## src/rtl/mips_pipe_pkg.sv

```systemverilog
// -----------------------------------------------------------------------------
// mips_pipe_pkg
// Shared constants for the MIPS pipeline control blocks.
//   ST_RUN / ST_LU_STALL / ST_HOLD : hazard controller FSM encodings
//   REG_ZERO                       : architectural $zero register index
//   CNT_W                          : width of the performance counters
//   load_use_hit()                 : load-use hazard decode between ID/EX and IF/ID
// -----------------------------------------------------------------------------
package mips_pipe_pkg;

    localparam logic [1:0] ST_RUN      = 2'd0;
    localparam logic [1:0] ST_LU_STALL = 2'd1;
    localparam logic [1:0] ST_HOLD     = 2'd2;

    localparam logic [4:0] REG_ZERO = 5'd0;

    localparam int CNT_W = 32;

    // A load into $zero never produces a value, so it can never cause a hazard.
    function automatic logic load_use_hit(
        input logic       ex_mem_read,
        input logic [4:0] ex_rt,
        input logic [4:0] id_rs,
        input logic [4:0] id_rt,
        input logic       id_uses_rt
    );
        return ex_mem_read && (ex_rt != REG_ZERO) &&
               ((ex_rt == id_rs) || (id_uses_rt && (ex_rt == id_rt)));
    endfunction

endpackage

```

## src/rtl/sat_counter.sv

```systemverilog
// -----------------------------------------------------------------------------
// sat_counter
// Event counter that sticks at all-ones instead of wrapping.
//   clk      : rising-edge clock
//   rst      : asynchronous active-high reset, clears the count
//   en_i     : count one event this cycle
//   clr_i    : synchronous clear (wins over en_i)
//   count_o  : current count
// -----------------------------------------------------------------------------
module sat_counter #(
    parameter int W = 32
) (
    input  logic         clk,
    input  logic         rst,
    input  logic         en_i,
    input  logic         clr_i,
    output logic [W-1:0] count_o
);

    logic [W-1:0] cnt_q;
    logic [W-1:0] cnt_d;

    always_comb begin
        cnt_d = cnt_q;
        if (clr_i) begin
            cnt_d = '0;
        end else if (en_i && (cnt_q != {W{1'b1}})) begin
            cnt_d = cnt_q + 1'b1;
        end
    end

    always_ff @(posedge clk or posedge rst) begin
        if (rst) begin
            cnt_q <= '0;
        end else begin
            cnt_q <= cnt_d;
        end
    end

    assign count_o = cnt_q;

endmodule

```

## src/rtl/hazard_ctrl.sv

```systemverilog
// -----------------------------------------------------------------------------
// hazard_ctrl
// Pipeline hazard controller: load-use stalls, taken-branch flushes resolved in
// MEM, and whole-pipe freeze while data memory is busy. A branch that resolves
// during a freeze is remembered and replayed on the first non-busy cycle.
//
// Ports
//   clk, rst                      : clock, asynchronous active-high reset
//   IFtoID_Rs/Rt, ID_UsesRt       : source operands of the instruction in ID
//   IDtoEX_MemRead, IDtoEX_Rt     : load in EX and its destination register
//   MEM_Branch, MEM_BranchTarget  : taken-branch pulse and target from MEM
//   MEM_Busy                      : data memory wait request
//   PCWrite, IFtoID_Write         : register enables (1 = advance)
//   IDtoEX_Bubble                 : zero control fields entering ID/EX
//   IFtoID/IDtoEX/EXtoMEM_Flush   : synchronous clears of the pipe registers
//   Pipe_Hold                     : freeze all pipe registers
//   PCSrc_Branch, BranchTarget_Out: redirect fetch to the branch target
//   dbg_state_o                   : FSM state for observation
//
// Build option HAZARD_PERF_CNT_EN adds Stall_Count, Flush_Count, Hold_Count.
//
// Priority every cycle: MEM_Busy > branch (new or pending) > load-use.
// All control outputs are Mealy and are forced to 0 while rst is high.
// -----------------------------------------------------------------------------
module hazard_ctrl
    import mips_pipe_pkg::*;
(
    input  logic             clk,
    input  logic             rst,
    input  logic [4:0]       IFtoID_Rs,
    input  logic [4:0]       IFtoID_Rt,
    input  logic             ID_UsesRt,
    input  logic             IDtoEX_MemRead,
    input  logic [4:0]       IDtoEX_Rt,
    input  logic             MEM_Branch,
    input  logic [31:0]      MEM_BranchTarget,
    input  logic             MEM_Busy,
    output logic             PCWrite,
    output logic             IFtoID_Write,
    output logic             IDtoEX_Bubble,
    output logic             IFtoID_Flush,
    output logic             IDtoEX_Flush,
    output logic             EXtoMEM_Flush,
    output logic             Pipe_Hold,
    output logic             PCSrc_Branch,
    output logic [31:0]      BranchTarget_Out,
`ifdef HAZARD_PERF_CNT_EN
    output logic [CNT_W-1:0] Stall_Count,
    output logic [CNT_W-1:0] Flush_Count,
    output logic [CNT_W-1:0] Hold_Count,
`endif
    output logic [1:0]       dbg_state_o
);

    logic [1:0]  state_q, state_d;
    logic        pend_q, pend_d;
    logic [31:0] tgt_q, tgt_d;
    logic        lu;

    assign lu = load_use_hit(IDtoEX_MemRead, IDtoEX_Rt, IFtoID_Rs, IFtoID_Rt, ID_UsesRt);

    always_comb begin
        state_d          = ST_RUN;
        pend_d           = pend_q;
        tgt_d            = tgt_q;
        PCWrite          = 1'b0;
        IFtoID_Write     = 1'b0;
        IDtoEX_Bubble    = 1'b0;
        IFtoID_Flush     = 1'b0;
        IDtoEX_Flush     = 1'b0;
        EXtoMEM_Flush    = 1'b0;
        Pipe_Hold        = 1'b0;
        PCSrc_Branch     = 1'b0;
        BranchTarget_Out = 32'd0;

        if (rst) begin
            pend_d = 1'b0;
            tgt_d  = 32'd0;
        end else if (MEM_Busy) begin
            Pipe_Hold = 1'b1;
            state_d   = ST_HOLD;
            // Remember the branch; the newest pulse in a hold wins.
            if (MEM_Branch) begin
                pend_d = 1'b1;
                tgt_d  = MEM_BranchTarget;
            end
        end else if (MEM_Branch || pend_q) begin
            IFtoID_Flush     = 1'b1;
            IDtoEX_Flush     = 1'b1;
            EXtoMEM_Flush    = 1'b1;
            PCSrc_Branch     = 1'b1;
            PCWrite          = 1'b1;
            BranchTarget_Out = MEM_Branch ? MEM_BranchTarget : tgt_q;
            pend_d           = 1'b0;
            state_d          = ST_RUN;
        end else if (lu && (state_q != ST_LU_STALL)) begin
            // The bubble enters EX next cycle, so one stall per load suffices.
            IDtoEX_Bubble = 1'b1;
            state_d       = ST_LU_STALL;
        end else begin
            PCWrite      = 1'b1;
            IFtoID_Write = 1'b1;
            state_d      = ST_RUN;
        end
    end

    always_ff @(posedge clk or posedge rst) begin
        if (rst) begin
            state_q <= ST_RUN;
            pend_q  <= 1'b0;
            tgt_q   <= 32'd0;
        end else begin
            state_q <= state_d;
            pend_q  <= pend_d;
            tgt_q   <= tgt_d;
        end
    end

    assign dbg_state_o = state_q;

`ifdef HAZARD_PERF_CNT_EN
    sat_counter #(.W(CNT_W)) u_stall_cnt (
        .clk     (clk),
        .rst     (rst),
        .en_i    (IDtoEX_Bubble),
        .clr_i   (1'b0),
        .count_o (Stall_Count)
    );

    sat_counter #(.W(CNT_W)) u_flush_cnt (
        .clk     (clk),
        .rst     (rst),
        .en_i    (PCSrc_Branch),
        .clr_i   (1'b0),
        .count_o (Flush_Count)
    );

    sat_counter #(.W(CNT_W)) u_hold_cnt (
        .clk     (clk),
        .rst     (rst),
        .en_i    (Pipe_Hold),
        .clr_i   (1'b0),
        .count_o (Hold_Count)
    );
`endif

endmodule

```

## config.mk

```make
export PLATFORM = sky130hd
export DESIGN_NAME = hazard_ctrl
export DESIGN_NICKNAME = d
export VERILOG_FILES = /design/src/rtl/mips_pipe_pkg.sv /design/src/rtl/sat_counter.sv /design/src/rtl/hazard_ctrl.sv
export SDC_FILE = /design/constraint.sdc
export NUM_CORES = 1
export LEC_CHECK = 0
export BUFFER_PORTS_ARGS = -buffer_cell sky130_fd_sc_hd__buf_2
export CORE_MARGIN = 2
export CORE_UTILIZATION = 45
export CTS_BUF_LIST = sky130_fd_sc_hd__clkbuf_2 sky130_fd_sc_hd__clkbuf_4 sky130_fd_sc_hd__clkbuf_8
export DETAILED_ROUTE_END_ITERATION = 10
export PLACE_DENSITY = 0.84
export SYNTH_ARGS = -nofsm -noshare
export SYNTH_HDL_FRONTEND = slang
export SYNTH_SLANG_ARGS = --single-unit
```

## constraint.sdc

```tcl
create_clock -name clk -period 1.9 [get_ports clk]
set_input_delay 0.38 -clock clk [delete_from_list [all_inputs] [get_ports clk]]
set_output_delay 0.38 -clock clk [all_outputs]
set_load 0.02 [all_outputs]
```

==> metrics.md, run 1 <==
| Metric | Value |
|---|---|
| Cell area after layout | approximately 0.0028 sq mm |
| EDFF count, synth | 0 |
| Yosys cell types | 22 |
| Initial core utilization | about 46% |
| Pwr Density | between 600 and 700 mW/mm^2 |
| CTS tree | done |
| Die width | 71.07 um |
| Worst Path Buf+Inv | 2 |
| Via count | 1984 |
| All-Layer GR Usage | 21.54% |
| CP arrival | 1.63 ns |
| Worst r2r path cells | 3 |
| Kind of cell adding the most delay to the critical path | simple AND/OR/NAND/NOR gates |
| Global-route wire length before repair | 8631 um |
| Fmax | 0.4980 GHz |
| DR vias/cell | about 5 |
| Max-slew violation count | 0 |
| Sequential area share after synthesis | 43.26% |
| Area after DPL | between 0.002 and 0.003 sq mm |
| VDD IR-drop max | 422.3 uV |
| Area Growth Syn to Fin | 39.18% |
| Share of cells above drive strength 1 | 37.90% |
| Final HPWL DP | 3662 um |
| Run status | finished with violations |
| CP startpoint | IDtoEX_Rt[1] |
| Hold WC Path Type | in2reg |
| Post-Syn Area per Cell | between 8 and 9 sq um |
| Post-Layout Cell Count | 395 |
| Placed cell count | 388 |
| CP max-delay cell | or4_4 |
| Post-synth top flop | dfrtp_1 |
| Critical Path Stages | 5 |
| Drt wl/cell | 12.91 um |
| Critical path peak fanout | 3 |
| Post-layout min period | 2.008 ns |
| Syn_nets | 300 |
| CP Capture Type | output pin |
| Synth Cell Area | 0.002024 sq mm |
| FP Rows | 24 |
| Unrepaired setup endpoints after global routing | yes |
| Critical path type | in2out |
| Final nets | 396 |
| Yosys Warn Count | 0 |
| Area leader, netlist | dfrtp_1 |
| # DRC | 0 |
| Fin Clk Skew | 0.003276 ns |
| RR Endpoint | dbg_state_o[0] |
| Asr flop ratio synth | 100.0% |
| CTS Buffer Depth | 2 |
| GRT overflow | 0 |
| Period Utilization, post-route | 105.7% |
| Post-CTS setup buffer count | 0 |
| Commonest non-fill, non-tap cell in the layout | buf_2 |
| CP max stage delay | 0.53 ns |
| Largest net degree at the start of global routing | 36 |
| Relative slew slack | around three quarters |
| Final GP Congestion | between 0.8 and 0.9 |
| 1st-pass router iterations | 4 |
| Reg clk slew, reported paths | ~0.070 ns |
| CTS buffer count | 5 |
| Post-Route WL | 5101 um |
| Core area | between 0.004 and 0.005 sq mm |
| Io pins | 95 |
| Reg2reg setup slack | 0.83 ns |
| Critical path, cell by cell | buf_6 > or4_4 > o221a_4 > a311oi_4 > buf_6 |
| CP Data Required Time | 1.52 ns |
| Die Ht | 71.07 um |
| Finish-stage setup viols | 3 |
| Synth top area cells | dfrtp_1, mux2i_1, nand2_1, a21oi_1, nor2_1 |
| Final hold violation count | 0 |
| Ant. Diodes | 0 |
| IO buf count | 94 |
| Later-pin clock latency in the skew report | 0.28 ns |
| CTS sink cnt | 35 |
| Most frequent CP cell | buf_6 |
| Max-cap violations | 0 |
| Initial DRC Count | 89 |
| Failing checks | setup timing |
| Worst setup margin | -0.1082 ns |
| Initial antenna violation count | 0 |
| Worst Tran Pin Value | 0.3803 ns |
| Die Area | 0.005051 sq mm |
| Post-synthesis cell count | 247 |
| #FFs+latches synth | 35 |
| Commonest non-fill, non-tap cells in the layout | buf_2, nand2_1, dfrtp_1, nor2_1 |
| CP Capture Point | PCWrite |
| Share of Yosys cell area claimed by the top area cell type | 43.26% |
| FF-to-FF Start | pend_q |
| Vias in the first global route | 1915 |
| Hold_buf cts | 0 |
| CTS H-tree depth | 2 |
| Final antenna-violating net count | 0 |
| Root Buffer | clkbuf_8 |
| LEAKAGE | 1.481 nW |
| Startpoint types | input pin |
## sequential cells by signal, summed over array words and instances, names as in the netlist
name	cells
tgt_q	32
dbg_state_o	2
pend_q	1
## what timing repair did
item | in CTS | in global routing
pin swaps | 1 | 8
setup endpoints to repair | 3 | 3
gates resized for setup | 9 | 12
## power by group
group          internal, mW  switching (mW)
clock                 0.399           0.249
sequential            0.777          0.0172
combinational         0.171           0.214
## cells by family after synthesis
logic type	synth area share (%)
AND/OR/NAND/NOR	21.20
AO/OA/AOI/OAI	10.01
flip-flops	43.26
multiplexers	15.82
buffers and inverters	5.377
XOR/XNOR	4.326
## worst min path at each step
stage / from / endpoint / slack (ns) / depth (start not counted)
2_1_floorplan: tgt_q[0] / tgt_q[0] / 0.50 / 2
3_3_place_gp: tgt_q[22] / tgt_q[22] / 0.51 / 2
3_5_place_dp: tgt_q[3] / tgt_q[3] / 0.52 / 2
4_1_cts: MEM_BranchTarget[5] / tgt_q[5] / 0.33 / 3
5_1_grt: MEM_BranchTarget[5] / tgt_q[5] / 0.33 / 3
6_report: MEM_BranchTarget[5] / tgt_q[5] / 0.33 / 3
## per-layer routing
layer,GRT usage [%],part of all wire (%)
met5,0,0
met1,26.93,41
met4,5.031,1.0
met2,37.18,51
met3,5.983,6.6
## Yosys cell counts, types with 2 or more instances
library cell / count
nor2_1: 34
dfrtp_1: 35
buf_4: 3
mux2i_1: 32
a21oi_1: 33
inv_2: 2
nand2_1: 68
buf_2: 6
clkbuf_1: 11
nor2b_1: 2
xnor2_1: 10
## metrics by stage
stage                     hold slack (ns)  setup WS (ns)  total power, mW  TNS (ns)  utilization [%]
after global placement             0.5096        -0.1731            1.155   -0.3789            59.74
after detailed placement           0.5152        -0.2050            1.166   -0.4660            59.74
after floorplan                    0.5006        0.01206            1.023         0                -
after global routing               0.3285        -0.1329            1.929   -0.2702            64.71
final                              0.3332        -0.1082            1.826   -0.1763            64.71
after CTS                          0.3289        -0.1002            1.824   -0.1659            63.10
## worst register-to-register path, cell delays in order (launching register included)
cell and delay, ns:
dfrtp_1 0.40, nor2_2 0.21, nand2_1 0.12, and3b_1 0.26
## area by class of cell
class | count | area [sq um]
well taps | 52 | 65.06
inverters | 3 | 11.26
repair buffers | 110 | 641.9
flip-flops and latches | 35 | 875.8
multi-input cells | 188 | 1117
fillers | 374 | 1536
clock buffers | 6 | 76.32
clock inverters | 1 | 30.03
(Power assumes the default switching activity.)
==> inputs of run 2 (changes only) <==
Settings changed: CORE_UTILIZATION 45 to 48, PLACE_DENSITY 0.84 to 0.88, SLEW_MARGIN set to 20.
==> run 2 against run 1 <==
The run still ends with setup timing left. Via count shrank 0.50%. Critical path depth unchanged. Hold slack improved by 0.0023 ns. First-iteration DRC count down 11%. Cell area decreased by 0.58%. Die area is 5.9% lower. Critical endpoint unchanged. Largest cell class unchanged.
==> metrics.md, run 2 (synthesized netlist as in run 1, its figures left out) <==
| Metric | Value |
|---|---|
| Critical path type | in2out |
| LEAKAGE | 1.474 nW (-0.49%) |
| Setup_tns | -0.1606 ns (+0.01573 ns) |
| Fin Clk Skew | 0.0004008 ns (-0.002876 ns) |
| Critical path, cell by cell | buf_6 > or4_4 > o221a_4 > a311oi_4 > buf_6 |
| Hold_buf cts | 0 (unchanged) |
| Reg clk slew, reported paths | 0.07 ns (about the same) |
| CTS buffer count | 5 (unchanged) |
| Max-slew violation count | 0 (unchanged) |
| Vias in the first global route | 1733 (-9.5%) |
| Core area | 0.004029 sq mm (-7.5%) |
| Hold path depth | 3 (unchanged) |
| All-Layer GR Usage | 21.42% (-0.12 points) |
| Root Buffer | clkbuf_8 |
| # DRC | 0 (unchanged) |
| Ant. Diodes | 0 (unchanged) |
| Drt wl/cell | 12.54 um (-2.9%) |
| FP Rows | 23 (-4.2%) |
| Global-route wire length before repair | 7562 um (-12%) |
| Io pins | 95 (unchanged) |
| Startpoint types | input pin |
| Post-layout min period | 1.992 ns (-0.01636 ns) |
| Later-pin clock latency in the skew report | 0.28 ns (about the same) |
| Final GP Congestion | 0.7472 (-7.1%) |
| CTS sink cnt | 35 (unchanged) |
| Post-Place Setup Slack | -0.2094 ns (-0.004436 ns) |
| Run status | finished with violations |
| Initial antenna violation count | 0 (unchanged) |
| Share of cells above drive strength 1 | 36.92% (-0.98 points) |
| Unrepaired setup endpoints after global routing | yes |
| CP max-delay cell | or4_4 |
| Period Utilization, post-route | 104.8% (-0.86 points) |
| Final HPWL DP | 3611 um (-1.4%) |
| Worst setup margin | -0.09185 ns (+0.01636 ns) |
| CP max stage delay | 0.52 ns (about the same) |
| Commonest non-fill, non-tap cell in the layout | buf_2 |
| Commonest non-fill, non-tap cells in the layout | buf_2, nand2_1, dfrtp_1, nor2_1 |
| Finish-stage setup viols | 3 (unchanged) |
| Final antenna-violating net count | 0 (unchanged) |
| Initial core utilization | 50.25% (+3.8 points) |
| Final hold violation count | 0 (unchanged) |
| Die width | 68.94 um (-3.0%) |
| CTS Buffer Depth | 2 (unchanged) |
| Initial DRC Count | 79 (-11%) |
| Critical path peak fanout | 3 (unchanged) |
| Most frequent CP cell | buf_6 |
| 1st-pass router iterations | 4 (unchanged) |
| Max FFs per register | 32 (unchanged) |
| Die Area | 0.004753 sq mm (-5.9%) |
| Post-Route WL | 4939 um (-3.2%) |
| Largest reg by FF count | tgt_q |
| Largest net degree at the start of global routing | 36 (unchanged) |
| Final nets | 396 (unchanged) |
| Hold WC Path Type | in2reg |
| Area Growth Syn to Fin | 38.38% |
| CP arrival | 1.61 ns (-0.02 ns) |
| VDD IR-drop max | 493.3 uV (+17%) |
| DR vias/cell | 5.010 (-0.25%) |
| Relative slew slack | 72.92% (-1.7 points) |
| Die Ht | 68.94 um (-3.0%) |
| Failing checks | setup timing |
| Pwr Density | 628.6 mW/mm^2 (-3.0%) |
| Worst Tran Pin Value | 0.4056 ns (+0.02539 ns) |
| GRT overflow | 0 (unchanged) |
| Via count | 1974 (-0.50%) |
| CP Data Required Time | 1.52 ns (about the same) |
| CTS H-tree depth | 2 (unchanged) |
| Max-cap violations | 0 (unchanged) |
| IO buf count | 94 (unchanged) |
| Worst r2r path cells | 3 (unchanged) |
| Fmax | 0.5020 GHz (+0.82%) |
| CTS tree | done |
| CP Capture Type | output pin |
[run 2: layout make-up]
type,count,area [sq um]
fill,332,1227
multi-input combinational,188,1092
sequential,35,875.8
timing repair buffer,110,655.6
clock buffer,8,103.9
tap,50,62.56
inverter,3,11.26
[run 2: final timing paths]
path / slack (ns) / start / to
worst max-delay path: -0.09 / IDtoEX_Rt[1] / PCWrite
worst min-delay path: 0.34 / MEM_BranchTarget[31] / tgt_q[31]
worst max register to register: 0.68 / pend_q / dbg_state_o[0]
worst min register to register: 0.52 / tgt_q[16] / tgt_q[16]
max in group asynchronous: 1.06 / rst / tgt_q[9]
min in group asynchronous: 0.41 / rst / tgt_q[24]
[run 2: metal layers]
metal	GRT usage, %	vias to the layer above	wire (um)
li1	-	999	-
met5	0	-	0
met4	6.863	0	70
met3	4.708	10	304
met2	38.34	73	2485
met1	25.44	892	2080
[run 2: timing repair]
| action | CTS | global route |
|---|---|---|
| setup buffers | 0 | 1 |
| endpoints found under the hold margin | 0 | 0 |
| resized for setup | 10 | 2 |
| pin swaps | 2 | 2 |
| endpoints found under the setup margin | 30 | 28 |
[run 2: stage by stage]
stage / util [%] / cell area [sq um] / hold slack, ns / total power [mW] / instances
2_1_floorplan: - / 2041 / 0.5006 / 1.023 / 247
4_1_cts: 69.01 / 2780 / 0.3405 / 1.769 / 393
3_5_place_dp: 65.25 / 2629 / 0.5151 / 1.175 / 385
3_3_place_gp: 65.25 / 2629 / 0.5090 / 1.160 / 385
5_1_grt: 69.53 / 2801 / 0.3361 / 1.850 / 394
6_report: 69.53 / 2801 / 0.3355 / 1.761 / 394
[run 2: worst max-delay path, delay by kind of cell]
kind / cells / cell delay [ns]
AO/OA/AOI/OAI: 2 / 0.47
buffers and inverters: 2 / 0.24
AND/OR/NAND/NOR: 1 / 0.52
[run 2: power breakdown]
part	total (mW)	leakage [nW]	internal [mW]	switching (mW)
combinational	0.379	0.944	0.169	0.210
sequential	0.794	0.475	0.777	0.0176
clock	0.587	0.0549	0.345	0.242
